### src/rtl/uart_rx_pkg.sv
// Shared definitions for the UART receive sampler: FSM state encoding,
// word-length encoding of the DataBits control, default oversample ratio.
// No ports; imported by uart_rx_sampler.
package uart_rx_pkg;

  localparam int OSR_DEFAULT = 16;

  typedef enum logic [2:0] {
    ST_IDLE   = 3'd0,
    ST_START  = 3'd1,
    ST_DATA   = 3'd2,
    ST_PARITY = 3'd3,
    ST_STOP   = 3'd4
  } rx_state_t;

  typedef enum logic [1:0] {
    BITS_5 = 2'b00,
    BITS_6 = 2'b01,
    BITS_7 = 2'b10,
    BITS_8 = 2'b11
  } data_bits_t;

  // Number of data bits carried by a frame for a given DataBits code.
  function automatic logic [3:0] word_len(input logic [1:0] enc);
    return 4'd5 + {2'b00, enc};
  endfunction

endpackage

### src/rtl/uart_os_tick.sv
// Oversample tick generator: counts 0..Divisor and strobes os_tick on wrap.
// Latency: os_tick is a combinational decode of the counter (Divisor=0 -> every clock).
// Backpressure: none; Clear restarts the count and suppresses the tick that cycle.
// Ports: Clock, ResetN (async active-low), Clear (restart), Divisor (clocks per tick - 1),
//        os_tick (one-cycle strobe).
module uart_os_tick #(
  parameter int DIV_W = 16
) (
  input  logic             Clock,
  input  logic             ResetN,
  input  logic             Clear,
  input  logic [DIV_W-1:0] Divisor,
  output logic             os_tick
);

  logic [DIV_W-1:0] cnt;

  always_ff @(posedge Clock or negedge ResetN) begin
    if (!ResetN) begin
      cnt <= '0;
    end else if (Clear || (cnt == Divisor)) begin
      cnt <= '0;
    end else begin
      cnt <= cnt + 1'b1;
    end
  end

  assign os_tick = !Clear && (cnt == Divisor);

endmodule

### src/rtl/uart_rx_sampler.sv
// UART receiver: oversampled start/data/parity/stop decoding into a one-word output register.
// Latency: RxData/RxValid/errors update one clock after the final stop decision point.
// Backpressure: RxValid holds until RxReady; a word arriving while unaccepted overwrites and sets Overrun.
// Ports: Clock, ResetN (async active-low), DataRx (async line, idle high), Divisor,
//        DataBits/ParityEn/ParityOdd/TwoStop (frame format, latched at start edge), RxReady,
//        RxData, RxValid, FrameErr, ParityErr, Overrun, SampleTick, Busy.
// Build option: define UART_RX_MAJORITY_EN for 2-of-3 voting around mid-bit.
module uart_rx_sampler
  import uart_rx_pkg::*;
#(
  parameter int DIV_W = 16,
  parameter int OSR   = OSR_DEFAULT
) (
  input  logic             Clock,
  input  logic             ResetN,
  input  logic             DataRx,
  input  logic [DIV_W-1:0] Divisor,
  input  logic [1:0]       DataBits,
  input  logic             ParityEn,
  input  logic             ParityOdd,
  input  logic             TwoStop,
  input  logic             RxReady,
  output logic [7:0]       RxData,
  output logic             RxValid,
  output logic             FrameErr,
  output logic             ParityErr,
  output logic             Overrun,
  output logic             SampleTick,
  output logic             Busy
);

  localparam int PH_W = $clog2(OSR);
  localparam int MID  = OSR / 2;
`ifdef UART_RX_MAJORITY_EN
  localparam int DEC  = MID + 1;
`else
  localparam int DEC  = MID;
`endif
  localparam logic [PH_W-1:0] DEC_PH  = PH_W'(DEC);
  localparam logic [PH_W-1:0] LAST_PH = PH_W'(OSR - 1);

  rx_state_t        state;
  logic [PH_W-1:0]  phase;
  logic [DIV_W-1:0] div_l;
  logic [1:0]       bits_l;
  logic             par_en_l, par_odd_l, two_stop_l;
  logic [7:0]       shreg;
  logic [3:0]       bit_cnt;
  logic             stop_idx;
  logic             frame_acc, par_err_acc;

  logic             sync1, rx_s, rx_prev;
  logic [1:0]       settle;
  logic             start_edge;
  logic             os_tick;
  logic             dec, wrap;
  logic             bit_val;
  logic [3:0]       len_l;
  logic [7:0]       rx_word;
  logic             last_stop, done;

  // Two-flop synchroniser plus edge-detect history. The settle counter blocks
  // start detection until the reset value (1) has flushed through all three
  // flops, so a line held low across reset release is not taken as a start.
  always_ff @(posedge Clock or negedge ResetN) begin
    if (!ResetN) begin
      sync1   <= 1'b1;
      rx_s    <= 1'b1;
      rx_prev <= 1'b1;
      settle  <= 2'd0;
    end else begin
      sync1   <= DataRx;
      rx_s    <= sync1;
      rx_prev <= rx_s;
      if (settle != 2'd3) settle <= settle + 2'd1;
    end
  end

  assign start_edge = (state == ST_IDLE) && (settle == 2'd3) && rx_prev && !rx_s;

  uart_os_tick #(.DIV_W(DIV_W)) u_os_tick (
    .Clock   (Clock),
    .ResetN  (ResetN),
    .Clear   (start_edge),
    .Divisor (div_l),
    .os_tick (os_tick)
  );

  assign dec  = os_tick && (phase == DEC_PH);
  assign wrap = os_tick && (phase == LAST_PH);

`ifdef UART_RX_MAJORITY_EN
  // Samples one tick before and at mid-bit; the third vote is the live
  // sample at the decision point one tick after mid-bit.
  logic [1:0] votes;
  always_ff @(posedge Clock or negedge ResetN) begin
    if (!ResetN) begin
      votes <= 2'b11;
    end else begin
      if (os_tick && (phase == PH_W'(MID - 1))) votes[0] <= rx_s;
      if (os_tick && (phase == PH_W'(MID)))     votes[1] <= rx_s;
    end
  end
  assign bit_val = (votes[0] & votes[1]) | (votes[0] & rx_s) | (votes[1] & rx_s);
`else
  assign bit_val = rx_s;
`endif

  assign len_l   = word_len(bits_l);
  // Bits shift in from the top, so a short word sits in the upper bits.
  assign rx_word = shreg >> (4'd8 - len_l);

  assign last_stop = !(two_stop_l && !stop_idx);
  assign done      = (state == ST_STOP) && dec && last_stop;
  assign Busy      = (state != ST_IDLE);

  always_ff @(posedge Clock or negedge ResetN) begin
    if (!ResetN) begin
      state       <= ST_IDLE;
      phase       <= '0;
      div_l       <= '0;
      bits_l      <= 2'b00;
      par_en_l    <= 1'b0;
      par_odd_l   <= 1'b0;
      two_stop_l  <= 1'b0;
      shreg       <= 8'h00;
      bit_cnt     <= 4'd0;
      stop_idx    <= 1'b0;
      frame_acc   <= 1'b0;
      par_err_acc <= 1'b0;
      SampleTick  <= 1'b0;
    end else begin
      SampleTick <= dec && (state != ST_IDLE);

      if (start_edge) begin
        phase <= '0;
      end else if (os_tick) begin
        phase <= (phase == LAST_PH) ? '0 : phase + 1'b1;
      end

      case (state)
        ST_IDLE: begin
          if (start_edge) begin
            div_l       <= Divisor;
            bits_l      <= DataBits;
            par_en_l    <= ParityEn;
            par_odd_l   <= ParityOdd;
            two_stop_l  <= TwoStop;
            shreg       <= 8'h00;
            bit_cnt     <= 4'd0;
            stop_idx    <= 1'b0;
            frame_acc   <= 1'b0;
            par_err_acc <= 1'b0;
            state       <= ST_START;
          end
        end
        ST_START: begin
          if (dec && bit_val) begin
            state <= ST_IDLE;
          end else if (wrap) begin
            state <= ST_DATA;
          end
        end
        ST_DATA: begin
          if (dec) begin
            shreg   <= {bit_val, shreg[7:1]};
            bit_cnt <= bit_cnt + 4'd1;
          end else if (wrap && (bit_cnt == len_l)) begin
            state <= par_en_l ? ST_PARITY : ST_STOP;
          end
        end
        ST_PARITY: begin
          if (dec) begin
            par_err_acc <= bit_val != ((^rx_word) ^ par_odd_l);
          end else if (wrap) begin
            state <= ST_STOP;
          end
        end
        ST_STOP: begin
          // The final stop decision leaves immediately so the next start
          // edge can arrive during what remains of the stop bit.
          if (dec) begin
            if (last_stop) begin
              state <= ST_IDLE;
            end else begin
              stop_idx  <= 1'b1;
              frame_acc <= frame_acc | !bit_val;
            end
          end
        end
        default: state <= ST_IDLE;
      endcase
    end
  end

  // Output word register; a new word takes priority over a same-cycle accept.
  always_ff @(posedge Clock or negedge ResetN) begin
    if (!ResetN) begin
      RxData    <= 8'h00;
      RxValid   <= 1'b0;
      FrameErr  <= 1'b0;
      ParityErr <= 1'b0;
      Overrun   <= 1'b0;
    end else if (done) begin
      RxData    <= rx_word;
      FrameErr  <= frame_acc | !bit_val;
      ParityErr <= par_err_acc;
      Overrun   <= RxValid && !RxReady;
      RxValid   <= 1'b1;
    end else if (RxValid && RxReady) begin
      RxValid   <= 1'b0;
      Overrun   <= 1'b0;
    end
  end

endmodule
### config.mk
export PLATFORM = sky130hd
export DESIGN_NAME = uart_rx_sampler
export DESIGN_NICKNAME = d
export VERILOG_FILES = /design/src/rtl/uart_rx_pkg.sv /design/src/rtl/uart_os_tick.sv /design/src/rtl/uart_rx_sampler.sv
export SDC_FILE = /design/constraint.sdc
export NUM_CORES = 1
export LEC_CHECK = 0
export BUFFER_PORTS_ARGS = -buffer_cell sky130_fd_sc_hd__buf_2
export CAP_MARGIN = 40
export CORE_UTILIZATION = 59
export DETAILED_ROUTE_END_ITERATION = 10
export PLACE_DENSITY = 0.89
export SETUP_SLACK_MARGIN = 0.15
export SLEW_MARGIN = 25
export SYNTH_ARGS = -nofsm -noshare
export SYNTH_HDL_FRONTEND = slang
export SYNTH_SLANG_ARGS = --single-unit
### constraint.sdc
create_clock -name Clock -period 2.8 [get_ports Clock]
set_input_delay 0.56 -clock Clock [delete_from_list [all_inputs] [get_ports Clock]]
set_output_delay 0.56 -clock Clock [all_outputs]
set_load 0.005 [all_outputs]
# Word level (Yosys, flattened, before mapping)
# Index checks and enable logic that the tools add are counted.
# W data, S select, Z words.
# word_totals
ff_bits	77
elab_cells	120
# op_classes
addsub	6
n_eq_ne	22
n_shift	1
muxes	33
bitwise	2
n_reduce_logical	33
# ops
op	n
$mux W3	10
$mux W4	5
$ne A2 B2 Y1 const B	10
$add A16 B1 Y16 const B	1
$eq A16 B16 Y1	1
$mux W16	1
$mux W8	2
$pmux W8 S2	1
$pmux W3 S5	1
$logic_and A1 B1 Y1	14
$reduce_bool A2 Y1	5
$mux W1	9
$add A4 B1 Y4 const B	2
$eq A4 B4 Y1 const B	2
$pmux W4 S2	1
$reduce_and A8 Y1	1
$reduce_xor A8 Y1	1
$shr A8 B4 Y8	1
$eq A3 B2 Y1 const B	2
$pmux W1 S2	3
$reduce_and A3 Y1	2
$logic_not A1 Y1	5
$add A3 B2 Y4 const A	1
$eq A4 B4 Y1	1
other kinds (15)	15

# Logic depth before layout (Yosys ltp)
# Gate-level depths: netlist of the first run.
# logic_depth
ltp_word	11
ltp_mapped	9

# Modules after synthesis
# A second synthesis of the first run with hierarchy kept.
# unflattened
hier_cells	358
area_unflattened_um2	3950.0
# modules_own_cells
mod	instances	cells_each	area_each_um2
uart_rx_sampler	1	260	3012.9
uart_os_tick	1	98	937.1

# Least setup slack after synthesis of the first run
# No wires, ideal clock.
# synth_path
path_kind	reg-to-reg
start	register bits_l[0]
end	register par_err_acc
setup_ns	0.132
arrival_ns	2.418
required_ns	2.668
slack_ns	0.250
path_stages_with_launch	9
cell_sequence	dfrtp_1 > ha_1 > clkbuf_1 > buf_1 > mux4_2 > xnor2_1 > xnor3_1 > mux2i_1 > nor2_1
# synth_via
elab_chain_len	8
# synth_rtl
element	line	rtl
start, declared	uart_rx_sampler.sv:45	logic [1:0] bits_l;
start signal, assigned	uart_rx_sampler.sv:145	bits_l <= DataBits;
$add A3 B2 Y4	uart_rx_pkg.sv:25	return 4'd5 + {2'b00, enc};
$sub A4 B4 Y4	uart_rx_sampler.sv:111	assign rx_word = shreg >> (4'd8 - len_l);
$shr A8 B4 Y8	uart_rx_sampler.sv:111	
$reduce_xor A8 Y1	uart_rx_sampler.sv:174	par_err_acc <= bit_val != ((^rx_word) ^ par_odd_l);
$xor A1 B1 Y1	uart_rx_sampler.sv:174	
$ne A1 B1 Y1	uart_rx_sampler.sv:174	
$mux W1	uart_rx_sampler.sv:173	if (dec) begin
$pmux W1 S2	uart_rx_sampler.sv:141	case (state)
end signal, assigned	uart_rx_sampler.sv:174	
end, declared	uart_rx_sampler.sv:50	logic frame_acc, par_err_acc;
# Every way passes these cells. The select of a mux whose other input is x is not followed.
# A chain may end at the register's enable or synchronous reset.

# Worst setup path in the final report of the first run
# Ends and elaborated chain as after synthesis.

==> results of run 1 <==
[cells by family (layout without fill, tap and decap cells)]
| group | Yosys count | in the layout | synth area share (%) |
|---|---|---|---|
| compound gates | 48 | 48 | 8.02 |
| xor+xnor | 41 | 41 | 9.76 |
| fa+ha+maj | 6 | 6 | 1.96 |
| buf+inv | 26 | 71 | 2.68 |
| flops | 77 | 77 | 50.5 |
| mux | 15 | 15 | 5.83 |
| simple gates | 178 | 178 | 21.2 |
[layout make-up]
class / instances / share of cell area [%]
repair buffers: 48 / 6.49
clock inverters: 4 / 1.13
clock buffers: 11 / 3.27
inverters: 8 / 0.695
flip-flops and latches: 77 / 44.7
multi-input cells: 288 / 41.5
well taps: 75 / 2.17
[cells in the mapped netlist, types with 6 or more instances]
cell type / n
nand2_1: 102
xnor2_1: 13
a21oi_1: 13
and3_1: 6
ha_1: 6
mux2_2: 8
clkbuf_1: 15
xor2_1: 27
dfrtp_1: 74
nand3_1: 7
nor2_1: 33
inv_1: 8
o21ai_0: 15
[worst min path at each step]
stage | startpoint | end | slack (ps) | depth (start not counted)
3_3_place_gp | sync1 | bit_val | 350 | 0
4_1_cts | ResetN | settle[0] | 140 | 1
3_5_place_dp | sync1 | bit_val | 350 | 0
6_report | ResetN | settle[0] | 140 | 1
5_1_grt | ResetN | settle[0] | 170 | 1
2_1_floorplan | ResetN | FrameErr | 260 | 0
[registers in the layout (all words and copies together), names as in the netlist, 2 cells and up]
register / cells
RxData: 8
bit_cnt: 4
bits_l: 2
div_l: 16
phase: 4
settle: 2
shreg: 8
state: 3
u_os_tick.cnt: 16
[where the power goes]
group / leakage [nW] / switching, mW / internal (mW)
clock: 0.0992 / 0.388 / 0.430
combinational: 0.997 / 0.574 / 0.463
sequential: 0.994 / 0.226 / 1.35
[critical path: stages, from the launching register on]
cell and delay [ps]:
dfrtp_1 380, ha_1 450, mux4_2 570, xnor2_1 200
xnor2_1 140, xnor3_1 400, mux2i_1 140, nor2_1 50
[stage by stage]
step                      util, %  total power, mW  instance area [um2]  cells
after floorplan                 -             2.33                 3820    391
after global placement       67.4             2.56                 4110    495
after detailed placement     67.7             2.62                 4130    496
after CTS                    70.8             3.44                 4320    511
after global routing         70.8             3.63                 4320    511
final                        70.8             3.43                 4320    511
[per-layer routing]
| layer | track usage (%) | vias up | routed length, um |
|---|---|---|---|
| met3 | 3.85 | 16 | 298 |
| met5 | 0 | - | 0 |
| met2 | 41.6 | 86 | 3840 |
| met4 | 11.8 | 0 | 141 |
| met1 | 33.2 | 1410 | 3360 |
| li1 | - | 1396 | - |
==> summary.txt, run 1 <==
Floorplan
  – FP Rows: 28
  – Starting Density: a little over three fifths
  – Die area: approximately 6800 um2
  – Die Y: approximately 82 um
  – Core Region: 6100 um2
  – Die X: roughly 82 um
  – I/O pin count: 39

Synth
  – Net Count, Synth: between 400 and 500
  – Top_reg_cell synth: dfrtp_1
  – Synthesis Warnings: 0
  – Yosys cell types: 50
  – Post-synthesis cell count: 391
  – Synthesized cell area: ~3800 um2
  – Flops & latches, synth: 77
  – Post-synth ARST share: 100%
  – Post-synth top area share: between 40% and 50%
  – Seq/Total Area, Yosys: between 50% and 60%
  – Mean post-synth cell area: a little under 10 um2
  – Biggest area consumer among synthesized cells: dfrtp_1
  – Top cells by area, synth: dfrtp_1 48%, nand2_1 10%, xor2_1 6.2%
  – EDFF count, synth: 0

STA
  – Final period util: around 88%
  – RSZ-0062 raised after global routing: false
  – Worst setup margin: roughly 350 ps
  – WHS: between 100 and 150 ps
  – Worst clock skew: approximately 10 ps
  – Final max-slew violation count: 0
  – Setup tns final: 0 ps
  – Crit path time final: 2450 ps
  – Final Hold Viols: 0
  – Slew headroom: 65.9%
  – Final setup viols: 0
  – F_max: between 400 and 500 MHz
  – Worst Tran Pin Value: around 500 ps

Cells and area
  – Antenna cells: 0
  – Nets: between 400 and 500
  – Fraction of layout cells with a size suffix above 1: roughly 20%
  – Most frequent cells in the layout: 102 x nand2_1, 74 x dfrtp_1, 37 x buf_2
  – Area Overhead vs Synth: 13.0%
  – Multi-input logic area: 1790 um2
  – Fill cells: 450
  – Commonest non-fill, non-tap cell in the layout: nand2_1
  – FF/Latch Area: 1930 um2

Clock network
  – Maximum clock path buffer count: 2
  – Later-pin clock latency in the skew report: around 350 ps
  – CTS Buf Count: 9
  – Clock sink total: 77
  – Setup repair bufs after CTS: 0
  – Clk Tree Root Cell: clkbuf_8
  – CTS tree: done
  – H-tree levels: 3
  – Post-CTS resize count: 0
  – Post-CTS Hold Buffers: 0
  – CTS clk-pin slew, worst paths: 80 ps

GRT
  – Largest net degree at the start of global routing: 47
  – Gr ovfl total: 0
  – Gr usage total: 25.3%
  – Vias in the first global route: about 2800
  – First-pass GRT wire length: roughly 13000 um
  – Initial antenna violation count: 0

Flow run
  – Max-Cap Viols: 0

Critical path
  – Critical Path End: par_err_acc
  – Startpoint types: flop
  – Setup slack, reg-to-reg: roughly 350 ps
  – RR Startpoint: bits_l[0]
  – Critical Path Sink Type: flop
  – Worst flop-to-flop path endpoint: par_err_acc
  – Max FO, Critical Path: 5
  – CP startpoint: bits_l[0]
  – Data required time of the worst path: around 3000 ps
  – CP Class: reg2reg
  – Reg2Reg Depth: 7
  – Crit path DAT: around 2700 ps

Drt
  – Residual DRC: 0
  – Drt wl/cell: roughly 15 um
  – Pre-antenna DRT Iters: 4
  – Vias: 2908
  – Post-DRT Antenna Nets: 0
  – DRT Wirelength: 7640 um
  – DR iter-0 viols: ~270
  – Via density: about 5.7

Pwr
  – PD cells: 793 nW/um2
  – VDD IR max: approximately 0.00051 V
  – Leak pwr: between 2 and 2.5 nW

Place
  – GP Congestion: ~0.9
  – Post-DP HPWL: roughly 5400 um
  – Dpl ws: about 350 ps
  – Port Buffers: 38

Status
  – Status: complete, no violations

Min path
  – Worst Hold Class: in2async
No activity file was read; power rests on OpenSTA's default activity.
==> inputs of run 2 (changes only) <==
CELL_PAD_IN_SITES_DETAIL_PLACEMENT = 1   (was not set)
CELL_PAD_IN_SITES_GLOBAL_PLACEMENT = 1   (was not set)
CORE_MARGIN = 3   (was not set)
CORE_UTILIZATION = 46   (was 59)
PLACE_DENSITY = not set   (was 0.89)
PLACE_DENSITY_LB_ADDON = 0.05   (was not set)
==> run 2 against run 1 <==
Against the previous run:
- fmax shrank 1.0%
- clock skew is essentially flat
- critical path depth is the same
- worst setup slack lost 25 ps
- first-iteration DRC count shrank 73%
- total power grew 7.5%
==> summary.txt, run 2 (synthesized netlist as in run 1, its figures left out) <==
Status
  – Status: complete, no violations

GRT
  – Largest net degree at the start of global routing: 78
  – Vias in the first global route: about 3300
  – Initial antenna violation count: 0
  – First-pass GRT wire length: 15900 um
  – Gr usage total: 20.6%
  – Gr ovfl total: 0

Drt
  – Residual DRC: 0
  – Via density: 5.46
  – Vias: 2955
  – Met1 WL: ~4000 um
  – DRT Wirelength: approximately 9000 um
  – DR top layer: met4
  – Pre-antenna DRT Iters: 4
  – Met2 WL: roughly 4700 um
  – DR iter-0 viols: 72
  – WL met3: approximately 170 um
  – Post-DRT Antenna Nets: 0
  – Drt wl/cell: between 15 and 20 um

Critical path
  – Startpoint types: flop
  – CP max stage delay: 550 ps
  – Crit path DAT: about 2700 ps
  – Max FO, Critical Path: 6
  – Critical Path Sink Type: flop
  – CP startpoint: bits_l[1]
  – Top delay family on crit path: XOR/XNOR gates
  – Data required time of the worst path: around 3000 ps
  – RR Startpoint: bits_l[1]
  – Bufs and invs on worst path: 0
  – CP Class: reg2reg
  – Crit-path slowest cell: mux4_2
  – Critical-path cell list: ha_2, mux4_2, xnor2_1, xnor2_1, xnor3_1, mux2i_1, nor2_1
  – CP dominant cell by count: xnor2_1

Cells and area
  – Area Overhead vs Synth: 15.8%
  – Antenna cells: 0
  – Commonest non-fill, non-tap cell in the layout: nand2_1
  – Nets: approximately 470
  – Fraction of layout cells with a size suffix above 1: about a fifth
  – Most frequent cells in the layout: 102 x nand2_1, 74 x dfrtp_1, 37 x buf_2
  – Largest regs: div_l (16), u_os_tick.cnt (16)
  – Design area: approximately 4400 um2

STA
  – Final period util: about 89%
  – Crit path time final: 2480 ps
  – Worst Tran Pin Value: roughly 650 ps
  – Worst clock skew: between 10 and 15 ps
  – WHS: approximately 220 ps
  – Final Hold Viols: 0
  – Final max-slew violation count: 0
  – Slew headroom: between 50% and 60%
  – RSZ-0062 raised after global routing: false
  – Worst setup margin: 321 ps
  – F_max: 403 MHz
  – Setup tns final: 0 ps
  – Final setup viols: 0

Floorplan
  – Core Region: around 7900 um2
  – Die area: 9440 um2
  – I/O pin count: 39
  – Die Y: 97.1 um
  – FP Rows: 32
  – Die X: 97.1 um
  – Starting Density: ~48%

Clock network
  – H-tree levels: 3
  – Maximum clock path buffer count: 2
  – Clock sink total: between 70 and 80
  – Later-pin clock latency in the skew report: approximately 350 ps
  – CTS clk-pin slew, worst paths: ~80 ps
  – CTS tree: done
  – CTS Buf Count: 9
  – Clk Tree Root Cell: clkbuf_8

Pwr
  – PD cells: between 800 and 900 nW/um2
  – Leak pwr: ~2.1 nW
  – VDD IR max: between 0.0003 and 0.0004 V

Place
  – Placed inst area: between 4000 and 5000 um2
  – Port Buffers: 38
  – Dpl ws: approximately 250 ps
  – Post-DP HPWL: around 6300 um
  – GP Congestion: ~0.8

Flow run
  – Max-Cap Viols: 0

Min path
  – Worst Hold Class: in2async
## run 2: cell count changes in the layout (fill, tap and decap cells not counted), sizes merged
cell      previous run  this run
clkbuf              11        10
bufinv               1         3
clkinvlp             0         2
buf                 48        50
clkinv               3         1
## run 2: layout make-up
cell class / instances / area (um2)
fillers: 907 / 3460
flip-flops and latches: 77 / 1930
multi-input cells: 288 / 1800
repair buffers: 50 / 295
clock buffers: 10 / 138
well taps: 102 / 128
clock inverters: 6 / 110
inverters: 8 / 30.0
## run 2: final timing paths
path | cells past startpoint | slack [ps] | to
max | 7 | 320 | par_err_acc
min | 2 | 220 | ParityErr
max reg2reg | 7 | 320 | par_err_acc
min reg2reg | 0 | 360 | bit_val
max in group asynchronous | 2 | 2240 | u_os_tick.cnt[5]
min in group Clock | 1 | 310 | sync1
## run 2: per-layer routing
metal / track usage, % / up-vias
met4: 6.91 / 0
met5: 0 / -
met1: 26.4 / 1505
met2: 36.0 / 31
met3: 2.66 / 11
li1: - / 1408
## run 2: through the flow
step	util [%]	total power, mW	instances
final	56.1	3.68	541
after detailed placement	53.0	2.67	525
after global routing	56.1	3.93	541
after CTS	56.1	3.72	541
after global placement	53.0	2.61	525
after floorplan	-	2.33	391
## run 2: repair_timing
action                                  in CTS  in global routing
endpoints found under the setup margin       0                  1
hold buffers                                 0                  0
buffers inserted                             0                  0
resized for setup                            0                  1
## run 2: report_power, final
| part | internal [mW] | switching [mW] |
|---|---|---|
| clock | 0.615 | 0.419 |
| sequential | 1.35 | 0.237 |
| combinational | 0.476 | 0.590 |
| total | 2.44 | 1.25 |
## run 2: worst register-to-register path: cells and delay by family (launching register included)
kind	cells	cell delay, ps
xor gates and xnor gates	3	760
adders and majority gates	1	430
DFF	1	390
muxes	2	710
and+or+nand+nor	1	60
